===== config.mk =====
export PLATFORM = sky130hd
export DESIGN_NAME = pipelined_adder_extending
export DESIGN_NICKNAME = d
export VERILOG_FILES = /design/src/rtl/pipelined_adder_pkg.sv /design/src/rtl/adder_pipe_stage.sv /design/src/rtl/pipelined_adder_extending.sv
export SDC_FILE = /design/constraint.sdc
export NUM_CORES = 1
export LEC_CHECK = 0
export CORE_MARGIN = 8
export CORE_UTILIZATION = 45
export CTS_CLUSTER_DIAMETER = 200
export DETAILED_ROUTE_END_ITERATION = 10
export GPL_TIMING_DRIVEN = 0
export PLACE_DENSITY = 0.7
export SLEW_MARGIN = 0
export SYNTH_ARGS = -nofsm -noshare
export SYNTH_HDL_FRONTEND = slang
export SYNTH_HIERARCHICAL = 1
export SYNTH_SLANG_ARGS = --single-unit
export TNS_END_PERCENT = 100

===== constraint.sdc =====
create_clock -name clk -period 1.4 [get_ports clk]
set_input_delay 0.28 -clock clk [delete_from_list [all_inputs] [get_ports clk]]
set_output_delay 0.28 -clock clk [all_outputs]
set_load 0.05 [all_outputs]

===== src/rtl/pipelined_adder_pkg.sv =====
// Shared helpers for the chunked pipelined adder.
// Stage count and per-stage slice width derivation.
package pipelined_adder_pkg;

    function automatic int num_stages(input int input_size, input int chunk_size);
        return (input_size + chunk_size - 1) / chunk_size;
    endfunction

    // The top slice may be narrower when chunk_size does not divide input_size.
    function automatic int chunk_width(input int k, input int input_size,
                                       input int chunk_size);
        int rem;
        rem = input_size - k * chunk_size;
        return (rem < chunk_size) ? rem : chunk_size;
    endfunction

endpackage


===== src/rtl/adder_pipe_stage.sv =====
// One slice of the pipelined adder: adds chunk K with the incoming carry
// and forwards operands, partial sum and carry behind a valid/ready register.
module adder_pipe_stage
    import pipelined_adder_pkg::*;
#(
    parameter int INPUT_SIZE = 8,
    parameter int CHUNK_SIZE = 4,
    parameter int K          = 0
) (
    input  logic                  clk,
    input  logic                  reset,
    input  logic                  in_valid,
    output logic                  in_ready,
    input  logic [INPUT_SIZE-1:0] a,
    input  logic [INPUT_SIZE-1:0] b,
    input  logic                  c_in,
    input  logic [INPUT_SIZE-1:0] psum,
    output logic                  out_valid,
    input  logic                  out_ready,
    output logic [INPUT_SIZE-1:0] a_q,
    output logic [INPUT_SIZE-1:0] b_q,
    output logic [INPUT_SIZE-1:0] psum_q,
    output logic                  c_out
);

    localparam int LO = K * CHUNK_SIZE;
    localparam int W  = chunk_width(K, INPUT_SIZE, CHUNK_SIZE);

    logic                  valid_q;
    logic [W:0]            add;
    logic [INPUT_SIZE-1:0] psum_nxt;

    always_comb begin
        add = {1'b0, a[LO+:W]} + {1'b0, b[LO+:W]} + {{W{1'b0}}, c_in};
        psum_nxt = psum;
        psum_nxt[LO+:W] = add[W-1:0];
    end

    assign in_ready  = !valid_q || out_ready;
    assign out_valid = valid_q;

    always_ff @(posedge clk or posedge reset) begin
        if (reset) begin
            valid_q <= 1'b0;
            a_q     <= '0;
            b_q     <= '0;
            psum_q  <= '0;
            c_out   <= 1'b0;
        end else begin
            if (in_ready)
                valid_q <= in_valid;
            if (in_valid && in_ready) begin
                a_q    <= a;
                b_q    <= b;
                psum_q <= psum_nxt;
                c_out  <= add[W];
            end
        end
    end

endmodule


===== src/rtl/pipelined_adder_extending.sv =====
// Elastic pipelined adder: sum = a + b + c_in, one CHUNK_SIZE slice per stage.
// Optional occupancy port under macro PIPELINED_ADDER_OCCUPANCY_EN.
module pipelined_adder_extending
    import pipelined_adder_pkg::*;
#(
    parameter int   INPUT_SIZE = 8,
    parameter int   CHUNK_SIZE = 4,
    localparam int  STAGES     = num_stages(INPUT_SIZE, CHUNK_SIZE)
) (
    input  logic                  clk,
    input  logic                  reset,
    input  logic                  in_valid,
    output logic                  in_ready,
    input  logic [INPUT_SIZE-1:0] a,
    input  logic [INPUT_SIZE-1:0] b,
    input  logic                  c_in,
    output logic                  out_valid,
    input  logic                  out_ready,
    output logic [INPUT_SIZE:0]   sum
`ifdef PIPELINED_ADDER_OCCUPANCY_EN
    ,
    output logic [$clog2(STAGES+1)-1:0] occupancy
`endif
);

    for (genvar k = 0; k < STAGES; k++) begin : stg
        logic                  rdy;
        logic                  vld;
        logic                  cy;
        logic                  dn_rdy;
        logic                  up_vld;
        logic                  up_cy;
        logic [INPUT_SIZE-1:0] a_q;
        logic [INPUT_SIZE-1:0] b_q;
        logic [INPUT_SIZE-1:0] ps;
        logic [INPUT_SIZE-1:0] up_a;
        logic [INPUT_SIZE-1:0] up_b;
        logic [INPUT_SIZE-1:0] up_ps;

        if (k == 0) begin : g_first
            assign up_vld = in_valid;
            assign up_a   = a;
            assign up_b   = b;
            assign up_cy  = c_in;
            assign up_ps  = '0;
        end else begin : g_link
            assign up_vld = stg[k-1].vld;
            assign up_a   = stg[k-1].a_q;
            assign up_b   = stg[k-1].b_q;
            assign up_cy  = stg[k-1].cy;
            assign up_ps  = stg[k-1].ps;
        end

        // Last stage's forwarded operands have no consumer.
        if (k == STAGES - 1) begin : g_last
            logic unused_ops;
            assign dn_rdy     = out_ready;
            assign unused_ops = ^{a_q, b_q};
        end else begin : g_mid
            assign dn_rdy = stg[k+1].rdy;
        end

        adder_pipe_stage #(
            .INPUT_SIZE(INPUT_SIZE),
            .CHUNK_SIZE(CHUNK_SIZE),
            .K         (k)
        ) u_stage (
            .clk      (clk),
            .reset    (reset),
            .in_valid (up_vld),
            .in_ready (rdy),
            .a        (up_a),
            .b        (up_b),
            .c_in     (up_cy),
            .psum     (up_ps),
            .out_valid(vld),
            .out_ready(dn_rdy),
            .a_q      (a_q),
            .b_q      (b_q),
            .psum_q   (ps),
            .c_out    (cy)
        );
    end

    assign in_ready  = stg[0].rdy;
    assign out_valid = stg[STAGES-1].vld;
    assign sum       = {stg[STAGES-1].cy, stg[STAGES-1].ps};

`ifdef PIPELINED_ADDER_OCCUPANCY_EN
    localparam int OW = $clog2(STAGES + 1);

    logic in_xfer;
    logic out_xfer;

    assign in_xfer  = in_valid && in_ready;
    assign out_xfer = out_valid && out_ready;

    always_ff @(posedge clk or posedge reset) begin
        if (reset)
            occupancy <= '0;
        else if (in_xfer && !out_xfer)
            occupancy <= occupancy + OW'(1);
        else if (out_xfer && !in_xfer)
            occupancy <= occupancy - OW'(1);
    end
`endif

endmodule

Word-level counts from Yosys, hierarchy flattened
Index checks and enable logic that the tools add are counted.

storage, ports and cells
  flip-flop bits (word level) = 32
  input port bits = 21
  output and inout bits = 11
  logic and storage cells = 18

operators by class
  add/sub/neg operators = 4
  reduce and logical (&&, ||, !) cells = 6

operators with widths
  operator              number
  adder 4 x 4 -> 5 bit  2
  adder 5 x 1 -> 5 bit  2
  logical AND 1 bit     2
  zero test 1 bit       2
  logical OR 1 bit      2

Logic depth before layout (Yosys ltp)
  depth in word-level cells = 4
  gate-level depth with buffers = 6
  gate-level depth less buffers = 6

By module
Netlist, hierarchy kept.

by module, submodules not included
  module                     times used  cells an instance  area an instance (um^2)  seq. area each (um^2)
  adder_pipe_stage           2           81                 1198.6                   650.6
  pipelined_adder_extending  1           2                  11.3                     0.0

Least setup slack after synthesis
OpenSTA, ideal clock, no wires.

  path kind = register -> register
  start point = reg stg[1].u_stage.valid_q
  end point = reg stg[0].u_stage.psum_q[2]
  setup time = 0.129 ns
  arrival time = 1.699 ns
  data required time = 1.271 ns
  setup slack = -0.428 ns
  stages on the path, launching flop included = 7
  buffers on the path = 0
  period minus slack after synthesis = 1.828 ns
  cells stage by stage = dfrtp_1 -> nor2b_4 -> inv_1 -> nor2b_4 -> inv_1 -> nand2_1 -> o21ai_0

on the way
  cells in the longest elaborated chain, start to end = 4

ends and longest elaborated chain
  what                    line                             text
  start, declared         adder_pipe_stage.sv:29           logic valid_q;
  start signal, assigned  adder_pipe_stage.sv:51           valid_q <= in_valid;
  zero test 1 bit         adder_pipe_stage.sv:39           assign in_ready = !valid_q || out_ready;
  logical OR 1 bit        adder_pipe_stage.sv:39
  net stg[0].dn_rdy       pipelined_adder_extending.sv:30  logic dn_rdy;
  logical OR 1 bit        adder_pipe_stage.sv:39
  net in_ready            pipelined_adder_extending.sv:13  output logic in_ready,
  logical AND 1 bit       adder_pipe_stage.sv:52           if (in_valid && in_ready) begin
  end signal, assigned    adder_pipe_stage.sv:55           psum_q <= psum_nxt;
  end, declared           adder_pipe_stage.sv:22           output logic [INPUT_SIZE-1:0] psum_q,

The timed path passes the listed nets, and every way through them passes these cells.
A chain may end at the register's enable or synchronous reset.

Final worst setup path
  start point = reg stg[1].u_stage.valid_q
  end point = out in_ready

on the way
  cells in the longest elaborated chain, start to end = 3

ends and longest elaborated chain
  what               line
  zero test 1 bit    adder_pipe_stage.sv:39
  logical OR 1 bit   adder_pipe_stage.sv:39
  net stg[0].dn_rdy  pipelined_adder_extending.sv:30
  logical OR 1 bit   adder_pipe_stage.sv:39
  end, declared      pipelined_adder_extending.sv:13

The timed path passes the listed nets, and every way through them passes these cells.

==> results.yml <==
grt:
  antenna_found_initial: 0
  grt_remaining_overflow: 0
  grt_pass1_vias: 1018
  grt_util_all_layers_pct: 11.10
  grt_start_max_net_pins: 15
  grt_pass1_wl_um: 4512
route:
  route.met3.wl_um: 127
  first_pass_iters: 4
  met1_length_um: 1190
  vias: 892
  remaining_drc_errors: 0
  route.detailed.wl_per_inst_um: 14.21
  vias_per_cell: 4.983
  met2WireLength_um: 1191
  drt-total-wl_um: 2544
  drtAntennaViolNets: 0
  top_layer: "met4"
  drt-initial-drc-count: 34
floorplanning:
  num_io_pins: 32
  chipHeight_um: 69.59
  die-width_um: 69.59
  start_util_pct: 47.28
  rows: 19
  fp.coreArea_sq_um: 2734
  die-area_sq_um: 4843
synthesis:
  synth_area_sq_um: 1292
  syn_area_per_cell_sq_um: 12.67
  netlist_instances: 102
  yosysWarnings: 6
  synthesis.nets: 133
clocking:
  numCtsBuffers: 3
  clockRootBuffer: "clkbuf_4"
  path_clk_slew_ns: 0.12
  tritoncts: "built"
  cts_hold_buf: 0
  clk_latency_ns: 0.31
  cts_sinks: 24
  h-tree-depth: 1
  ctsLongestPathBuffers: 2
power:
  ir_drop_uv: 943.4
  total_leakage_power_nw: 0.8484
  power_frac_seq_pct: 39.0
  p_sw_share_pct: 39.08
  power_frac_clock_pct: 12.2
  cellPowerDensity_nw_per_um2: 1365
  switching_power_uw: 973.6
  internal_power_mw: 1.518
  power_frac_comb_pct: 48.8
worst_setup_path:
  critical_path_buf_inv_count: 3
  crit_arrival_ns: 1.31
  cpMostUsedCell: "nor2b_4"
  required_ns: 1.12
  critPathTopFamily: "flip-flops"
  critPathMaxStageDelay_ns: 0.37
  crit_path_cell_trace: "nor2b_4, inv_2, nor2b_4, clkinvlp_4, buf_6"
  path_class: "register to output pin"
  slowest_stage: "dfrtp_2"
  start_kind: "register"
  worstPathMaxFanout: 2
  cp-end-kind: "output pin"
placed_design:
  place_area_sq_um: 1652
  dp.cells: 164
  port_buffers: 31
  place_congestion: 0.7362
  pre_cts_ws_ns: -0.9566
  hpwl_um: 2016
sta:
  tightest_slew_ns: 0.5437
  grt_setup_unrepaired: "yes"
  setup_violations: 14
  slew_headroom_pct: 63.72
  hold_slack_ns: 0.2595
  finalWorstSetupSlack_ns: -0.1940
  clock_skew_ns: 0.002076
  drv_slew: 0
  hold_viol: 0
  max_clock_freq_ghz: 0.6273
  min_period_over_period_pct: 113.9
  fin_crit_ns: 1.594
hold_path:
  hp-class: "input pin to async pin"
layout:
  final_nets: 180
  area_delta_synth_final_pct: 41.24
  final_layout_size_suffix_gt1_share_pct: 43.92
  diodes: 0
  stdcell_area_sq_um: 1826
  multi_input_comb_area_sq_um: 678.2
  seqCellArea_sq_um: 601.8
  final_cells: 179
  post-route-util_pct: 66.77
  fillers: 210
outcome:
  status: "complete, but fails checks"
  violations: "setup timing"
flow_run:
  cap_violations: 0
-- routing by layer --
metal / track usage [%] / vias to the layer above
li1: - / 440
met5: 0 / -
met1: 13.21 / 423
met3: 2.146 / 4
met2: 18.55 / 25
met4: 5.467 / 0
-- through the flow --
| step | setup TNS [ns] | power [mW] |
|---|---|---|
| 2_1_floorplan | -2.645 | 1.763 |
| 3_3_place_gp | -7.444 | 2.111 |
| 3_5_place_dp | -7.956 | 2.138 |
| 4_1_cts | -1.989 | 2.452 |
| 5_1_grt | -2.467 | 2.640 |
| 6_report | -1.864 | 2.491 |
-- layout by cell type (no fill, tap or decap), types with 3 or more instances in the layout --
cell type / count
inv_2: 3
dlygate4sd2_1: 5
clkbuf_4: 3
o21ai_1: 6
fa_2: 4
buf_4: 11
ha_1: 4
clkdlybuf4s15_2: 7
clkdlybuf4s50_1: 16
o21ai_0: 3
inv_1: 8
buf_6: 5
dfrtp_1: 23
nand2_1: 3
mux2_4: 14
o21ai_2: 3
-- power by group through the flow --
stage | Clock, mW | Combinational [mW] | Sequential [mW]
finish | 0.304 | 1.22 | 0.972
global route | 0.348 | 1.30 | 0.995
CTS | 0.319 | 1.17 | 0.967
detailed placement | 0 | 1.16 | 0.982
global placement | 0 | 1.14 | 0.974
floorplan | 0 | 0.477 | 1.29
-- flip-flops by register name (all words and copies together), names as in the netlist --
| register | count |
|---|---|
| stg.u_stage/c_out | 2 |
| stg.u_stage/b_q | 4 |
| stg.u_stage/out_valid | 2 |
| stg.u_stage/a_q | 4 |
| stg.u_stage/psum_q | 12 |
-- path summary, 6_finish.rpt --
kind,from,to,slack (ns),cells after the start
max,stg[1].u_stage/out_valid,in_ready,-0.19,5
min,reset,stg[1].u_stage/c_out,0.26,2
max reg2reg,stg[1].u_stage/out_valid,stg[0].u_stage/a_q[6],-0.16,8
min reg2reg,stg[0].u_stage/psum_q[3],stg[0].u_stage/psum_q[3],0.52,2
max in group asynchronous,reset,stg[0].u_stage/b_q[6],0.72,2
min in group clk,stg[0].u_stage/psum_q[3],stg[0].u_stage/psum_q[3],0.52,2
-- final cells by class --
type | count | area share [%]
plain buffers | 4 | 2.262
clock buffers | 4 | 1.439
inverters | 12 | 2.673
multi-input cells | 62 | 37.15
flip-flops and latches | 24 | 32.97
well taps | 31 | 2.125
repair buffers | 42 | 21.38
-- timing repair --
item                                    4_1_cts  5_1_grt
gates resized for setup                      50       15
pin swaps                                     6        6
setup buffers                                 8        4
endpoints found under the setup margin       26       20
No activity file was read; power rests on OpenSTA's default activity.
